===== src/rtl/ram_word_packer.sv =====
// -----------------------------------------------------------------------------
// ram_word_packer
//
// Packs the byte stream coming out of the ram stage into BYTES-wide words,
// little-endian (the first byte of a word lands in bits [7:0]). Finished words
// go into a small FIFO that drives a valid/ready output. A running modulo-256
// checksum of every accepted byte is kept for self-check.
//
// Ports
//   clock       in   1          rising-edge clock
//   resetn      in   1          synchronous reset, active-low
//   ram_out     in   8          byte from the ram stage
//   byte_valid  in   1          ram_out carries a new byte this cycle
//   word_ready  in   1          downstream takes word_data this cycle
//   word_data   out  8*BYTES    FIFO head word, byte0 in [7:0]
//   word_valid  out  1          FIFO not empty
//   byte_count  out  3          bytes held in the partial word (assembler state)
//   checksum    out  8          sum mod 256 of all accepted bytes since reset
//   overflow    out  1          sticky: a completed word was dropped (FIFO full)
//
// Handshake: a word transfers on a rising edge where word_valid and word_ready
// are both 1. word_valid never depends on word_ready, and word_data/word_valid
// hold steady while word_valid=1 and word_ready=0. word_ready is ignored while
// the FIFO is empty. There is no backpressure on the byte input: a completed
// word that finds the FIFO full (and not popping) is dropped and overflow set.
// -----------------------------------------------------------------------------
module ram_word_packer #(
    parameter int BYTES = 4,
    parameter int DEPTH = 2
) (
    input  logic               clock,
    input  logic               resetn,
    input  logic [7:0]         ram_out,
    input  logic               byte_valid,
    input  logic               word_ready,
    output logic [8*BYTES-1:0] word_data,
    output logic               word_valid,
    output logic [2:0]         byte_count,
    output logic [7:0]         checksum,
    output logic               overflow
);

    localparam int W  = 8 * BYTES;
    localparam int AW = $clog2(DEPTH);
    localparam int PW = AW + 1;

    localparam logic [PW-1:0] PTR_ONE   = PW'(1);
    localparam logic [2:0]    LAST_LANE = 3'(BYTES - 1);

    // ---------------------------------------------------------------- state
    logic [2:0]    byte_count_q, byte_count_d;
    logic [W-1:0]  lanes_q,      lanes_d;
    logic [W-1:0]  mem_q [DEPTH];
    logic [W-1:0]  mem_d [DEPTH];
    logic [PW-1:0] wr_ptr_q,     wr_ptr_d;
    logic [PW-1:0] rd_ptr_q,     rd_ptr_d;
    logic [7:0]    checksum_q,   checksum_d;
    logic          overflow_q,   overflow_d;

    // ---------------------------------------------------------------- datapath
    logic [W-1:0]  word_in;
    logic          last_byte;
    logic          push_req;
    logic          pop;
    logic          do_push;
    logic          fifo_full;
    logic          fifo_empty;

    assign fifo_empty = (wr_ptr_q == rd_ptr_q);
    // Extra pointer bit separates "wrapped once" (full) from "caught up" (empty).
    assign fifo_full  = (wr_ptr_q[AW] != rd_ptr_q[AW]) &&
                        (wr_ptr_q[AW-1:0] == rd_ptr_q[AW-1:0]);

    assign last_byte = (byte_count_q == LAST_LANE);
    assign push_req  = byte_valid && last_byte;
    assign pop       = !fifo_empty && word_ready;
    // A pop on the same edge frees the slot, so a full FIFO still accepts.
    assign do_push   = push_req && (!fifo_full || pop);

    // The completing word is built from the held lanes plus the byte arriving
    // now, so it can be written into the FIFO on the same edge.
    always_comb begin
        word_in = lanes_q;
        for (int i = 0; i < BYTES; i++) begin
            if (byte_count_q == 3'(i)) begin
                word_in[8*i +: 8] = ram_out;
            end
        end
    end

    // ---------------------------------------------------------------- assembler FSM
    // The state is simply the number of lanes already filled (S0..S(BYTES-1)).
    always_comb begin
        byte_count_d = byte_count_q;
        lanes_d      = lanes_q;
        if (byte_valid) begin
            if (last_byte) begin
                byte_count_d = 3'd0;
                lanes_d      = '0;
            end else begin
                byte_count_d = byte_count_q + 3'd1;
                lanes_d      = word_in;
            end
        end
    end

    // ---------------------------------------------------------------- FIFO
    always_comb begin
        mem_d    = mem_q;
        wr_ptr_d = wr_ptr_q;
        rd_ptr_d = rd_ptr_q;
        if (do_push) begin
            mem_d[wr_ptr_q[AW-1:0]] = word_in;
            wr_ptr_d                = wr_ptr_q + PTR_ONE;
        end
        if (pop) begin
            rd_ptr_d = rd_ptr_q + PTR_ONE;
        end
    end

    // ---------------------------------------------------------------- status
    always_comb begin
        checksum_d = checksum_q;
        overflow_d = overflow_q;
        // Every accepted byte counts, even one that completes a dropped word.
        if (byte_valid) begin
            checksum_d = checksum_q + ram_out;
        end
        if (push_req && !do_push) begin
            overflow_d = 1'b1;
        end
    end

    // ---------------------------------------------------------------- registers
    always_ff @(posedge clock) begin
        if (!resetn) begin
            byte_count_q <= 3'd0;
            lanes_q      <= '0;
            wr_ptr_q     <= '0;
            rd_ptr_q     <= '0;
            checksum_q   <= 8'd0;
            overflow_q   <= 1'b0;
            // Storage is cleared so word_data reads 0 straight after reset.
            for (int i = 0; i < DEPTH; i++) begin
                mem_q[i] <= '0;
            end
        end else begin
            byte_count_q <= byte_count_d;
            lanes_q      <= lanes_d;
            wr_ptr_q     <= wr_ptr_d;
            rd_ptr_q     <= rd_ptr_d;
            checksum_q   <= checksum_d;
            overflow_q   <= overflow_d;
            for (int i = 0; i < DEPTH; i++) begin
                mem_q[i] <= mem_d[i];
            end
        end
    end

    // ---------------------------------------------------------------- outputs
    // Head is read straight from storage; contents are stale while empty.
    assign word_data  = mem_q[rd_ptr_q[AW-1:0]];
    assign word_valid = !fifo_empty;
    assign byte_count = byte_count_q;
    assign checksum   = checksum_q;
    assign overflow   = overflow_q;

endmodule


===== config.mk =====
export PLATFORM = sky130hd
export DESIGN_NAME = ram_word_packer
export DESIGN_NICKNAME = d
export VERILOG_FILES = /design/src/rtl/ram_word_packer.sv
export SDC_FILE = /design/constraint.sdc
export NUM_CORES = 1
export LEC_CHECK = 0
export ABC_CLOCK_PERIOD_IN_PS = 1700
export CORE_ASPECT_RATIO = 1.4
export CORE_MARGIN = 2
export CORE_UTILIZATION = 50
export DETAILED_ROUTE_END_ITERATION = 10
export HOLD_SLACK_MARGIN = 0.1
export PLACE_DENSITY = 0.75
export SYNTH_ARGS = -nofsm -noshare
export SYNTH_HDL_FRONTEND = slang
export SYNTH_SLANG_ARGS = --single-unit

===== constraint.sdc =====
create_clock -name clock -period 1.7 [get_ports clock]
set_input_delay 0.34 -clock clock [delete_from_list [all_inputs] [get_ports clock]]
set_output_delay 0.34 -clock clock [all_outputs]
set_load 0.02 [all_outputs]

==> flow_metrics.py <==
metrics = {
    "cells_and_area": {
        "ff_latch_area_um2": 2260,
        "filler_cell_count": 741,
        "drive_above_1_share_pct": 33.5,
        "synthToLayoutAreaGrowth_pct": 36.6,
        "antenna_cells": 0,
        "fin_cells": 759,
        "nets": 640,
        "multi_input_area_um2": 2980,
    },
    "setup_path": {
        "timing.critical_path.buf_inv": 4,
        "cp.required_ns": 1.36,
        "slowest_delay_ns": 0.37,
        "criticalPathCategory": "reg -> out",
        "critPathSlowestCell": "dfxtp_4",
        "reg2reg_depth": 9,
        "cp_top_family": "buffers and inverters",
        "rr_startpoint": "rd_ptr_q[0]",
        "crit_top_cell": "buf_6",
        "crit_chain": "buf_12 -> buf_16 -> buf_6 -> mux2_4 -> buf_6",
        "path_depth": 5,
        "reg2reg_setup_slack_ns": -0.18,
        "reg2reg_to": "wr_ptr_q[1]",
        "arrival_ns": 1.55,
        "startpoint": "rd_ptr_q[0]",
        "worst-path-max-fanout": 6,
        "cp-end-kind": "output pin",
        "critPathLaunchType": "flip-flop",
    },
    "drt": {
        "post_drt_wl_per_cell_um": 18.8,
        "first_pass_iters": 4,
        "vias": 4388,
        "drc": 0,
        "wl_met1_um": 5940,
        "viasPerCell": 5.78,
        "wl_met2_um": 7260,
        "top_layer_used": "met4",
        "postRouteAntennaNets": 0,
        "drtIter0Drc": 230,
        "finalWirelength_um": 14300,
        "wl_met3_um": 683,
    },
    "die": {
        "coreArea_um2": 10300,
        "initial_utilization_pct": 51.0,
        "die_w_um": 90.6,
        "pin_count": 57,
        "dieArea_um2": 11300,
        "core.rowCount": 44,
        "dieHeight_um": 125,
    },
    "yosys": {
        "synth_adder_area_share_pct": 3.00,
        "postSynthCellCount": 514,
        "syn-num-nets": 538,
        "syn_avg_cell_area_um2": 10.2,
        "yosysSeqAreaShare_pct": 42.7,
        "synth_cell_types": 40,
        "ys_ff_latch": 112,
        "synth_compound_area_share_pct": 19.9,
        "yosys.area_share.simple_pct": 14.3,
        "ys_warn_count": 0,
        "synth_top_family_by_area": "compound AO/OA/AOI/OAI gates",
        "synth_xor_area_share_pct": 0.835,
        "netlist_area_um2": 5250,
        "synthMuxAreaShare_pct": 13.6,
    },
    "clocking": {
        "cts_tree": "done",
        "cts_root_buf": "clkbuf_16",
        "clockBufferDepth": 2,
        "cts_sinks": 112,
        "cts_max_level": 3,
        "insertion_delay_ns": 0.35,
        "postCtsHoldBufs": 0,
        "clk_pin_slew_ns": 0.07,
        "cts_buffers": 9,
    },
    "timing": {
        "setup_violations": 99,
        "finalHoldViolCount": 0,
        "fin_setup_tns_ns": -10.07,
        "worst_slack_ns": -0.194,
        "tightestPinTransition_ns": 0.390,
        "max_slew_margin_pct": 73.9,
        "rsz0062_at_grt": "yes",
        "skew_ns": 0.00986,
        "drv_slew": 0,
        "fin_crit_sh_pct": 111,
        "fin_crit_ns": 1.89,
        "fmax_mhz": 528,
    },
    "worst_hold_path": {
        "whs_path_depth": 2,
        "worstHoldStart": "resetn",
        "hp-class": "in -> reg",
        "holdPathEnd": "checksum[3]",
    },
    "grt": {
        "antenna_found_initial": 0,
        "grt_pass1_wl_um": 21100,
        "grt_pass1_vias": 4175,
        "grt_overflow_total": 0,
        "grt_max_degree": 94,
        "grt_use_total_pct": 23.3,
    },
    "place": {
        "globalplace.congestion": 0.820,
        "place_inst": 709,
        "portBuffers": 56,
        "post-place-ws_ns": -0.726,
        "hpwl_um": 7950,
    },
    "status": {
        "outcome": "complete, but fails checks",
        "violations": "negative setup slack",
    },
    "flow_run": {
        "maxCapViolCount": 0,
    },
    "power_and_ir_drop": {
        "cellPowerDensity_nw_per_um2": 817,
        "ir_drop_mv": 0.629,
        "leakagePower_nw": 3.67,
    },
}
repair_timing:
item,in CTS,in global routing
buffers inserted,18,6
gates cloned,5,7
resized for setup,204,40
setup endpoints to repair,134,128
pin swaps,5,7
Yosys cell counts (all sizes together):
library cell,n,area share (%)
dfxtp,112,43
nand2,72,5.2
o211a,65,12
nor2b,43,5.1
mux2i,34,6.5
mux2,33,7.1
clkbuf,27,2.0
a32oi,24,4.0
buf,19,3.2
ha,11,2.6
and3,10,1.2
a21oi,7,0.67
nor3,7,0.76
o21a,7,1.0
inv,6,0.43
nand3,4,0.38
nor2,4,0.29
o21ai,4,0.38
xor2,3,0.50
a211oi,2,0.29
a31oi,2,0.24
nand3b,2,0.29
nand4,2,0.24
nor3b,2,0.60
o211ai,2,0.29
xnor2,2,0.33
a21o,1,0.14
a311oi,1,0.17
and2,1,0.12
clkinv,1,0.071
fa,1,0.38
nor4b,1,0.17
o2111ai,1,0.17
o21bai,1,0.14
state kept, by name, indices dropped and copies added (netlist names):
name	count
mem_q	64
rd_ptr_q	2
wr_ptr_q	2
lanes_q	32
overflow	1
byte_count	3
checksum	8
where the power goes:
part           switching (mW)  internal [mW]
sequential             0.0536           2.69
clock                   0.963           1.28
combinational           0.453          0.421
total                    1.47           4.39
how the worst max path moves through the flow:
stage                                to  slack (ns)
after floorplan               mem_q[47]       0.002
after global placement      checksum[4]       -0.64
after detailed placement    checksum[4]       -0.73
after CTS                 word_data[18]       -0.21
after global routing        wr_ptr_q[1]       -0.22
final                      word_data[8]       -0.19
per-stage QoR:
step	hold slack, ns	util (%)	instance area [µm²]	total power [mW]
detailed placement	0.470	60.6	6240	3.57
floorplan	0.452	-	5370	3.26
finish	0.351	69.6	7170	5.86
global placement	0.464	60.6	6240	3.54
CTS	0.335	66.5	6850	5.80
global route	0.363	69.6	7170	6.06
worst reg2reg max path, cell delays in order (launching register included):
cell     delay (ns)
dfxtp_4        0.37
buf_12         0.15
xnor2_4        0.14
nor3b_4        0.16
buf_6          0.14
nor3b_4        0.22
buf_6          0.19
buf_12         0.16
xor2_1         0.15
and2_1         0.13
metal layers:
metal	GRT usage, %	vias up
li1	-	2077
met4	7.96	0
met2	40.5	142
met3	4.22	25
met5	0	-
met1	28.8	2144
cells in the final DEF (no fill, tap or decap), types with 3 or more instances in the layout:
| master | synthesis | layout |
|---|---|---|
| buf_4 | 2 | 52 |
| nor3_1 | 6 | 5 |
| and3_1 | 10 | 9 |
| mux2_4 | 0 | 12 |
| dlygate4sd2_1 | 0 | 12 |
| dlymetal6s2s_1 | 0 | 4 |
| clkbuf_16 | 0 | 15 |
| mux2_2 | 33 | 21 |
| clkdlybuf4s50_1 | 0 | 5 |
| dfxtp_1 | 112 | 103 |
| o21a_1 | 7 | 7 |
| buf_16 | 0 | 4 |
| o21ai_2 | 0 | 3 |
| nand2_2 | 0 | 6 |
| xor2_1 | 3 | 3 |
| nand3_1 | 4 | 4 |
| buf_6 | 11 | 26 |
| nor2b_2 | 0 | 5 |
| nor2b_1 | 43 | 34 |
| o211a_1 | 65 | 65 |
| buf_2 | 6 | 19 |
| nand2_1 | 72 | 66 |
| dfxtp_4 | 0 | 4 |
| nor2_1 | 4 | 4 |
| dfxtp_2 | 0 | 5 |
| buf_12 | 0 | 9 |
| a21oi_1 | 7 | 7 |
| mux2i_1 | 34 | 34 |
| nor2b_4 | 0 | 4 |
| ha_4 | 0 | 7 |
| a32oi_1 | 24 | 24 |
| ha_1 | 11 | 3 |
| inv_1 | 6 | 5 |
cell families (layout without fill, tap and decap cells):
family / count (synthesis) / count (layout)
and+or+nand+nor: 148 / 148
DFF: 112 / 112
adders and majority gates: 12 / 12
muxes: 67 / 67
xor gates and xnor gates: 5 / 5
AOI/OAI and AO/OA: 117 / 117
buffers and inverters: 53 / 160
area by class of cell:
type | count | share of cell area, %
Clock buffer | 13 | 3.79
Inverter | 7 | 0.366
Sequential cell | 112 | 31.6
Tap cell | 138 | 2.41
Timing Repair Buffer | 137 | 19.7
Clock inverter | 3 | 0.646
Multi-Input combinational cell | 349 | 41.6
(Power assumes the default switching activity.)
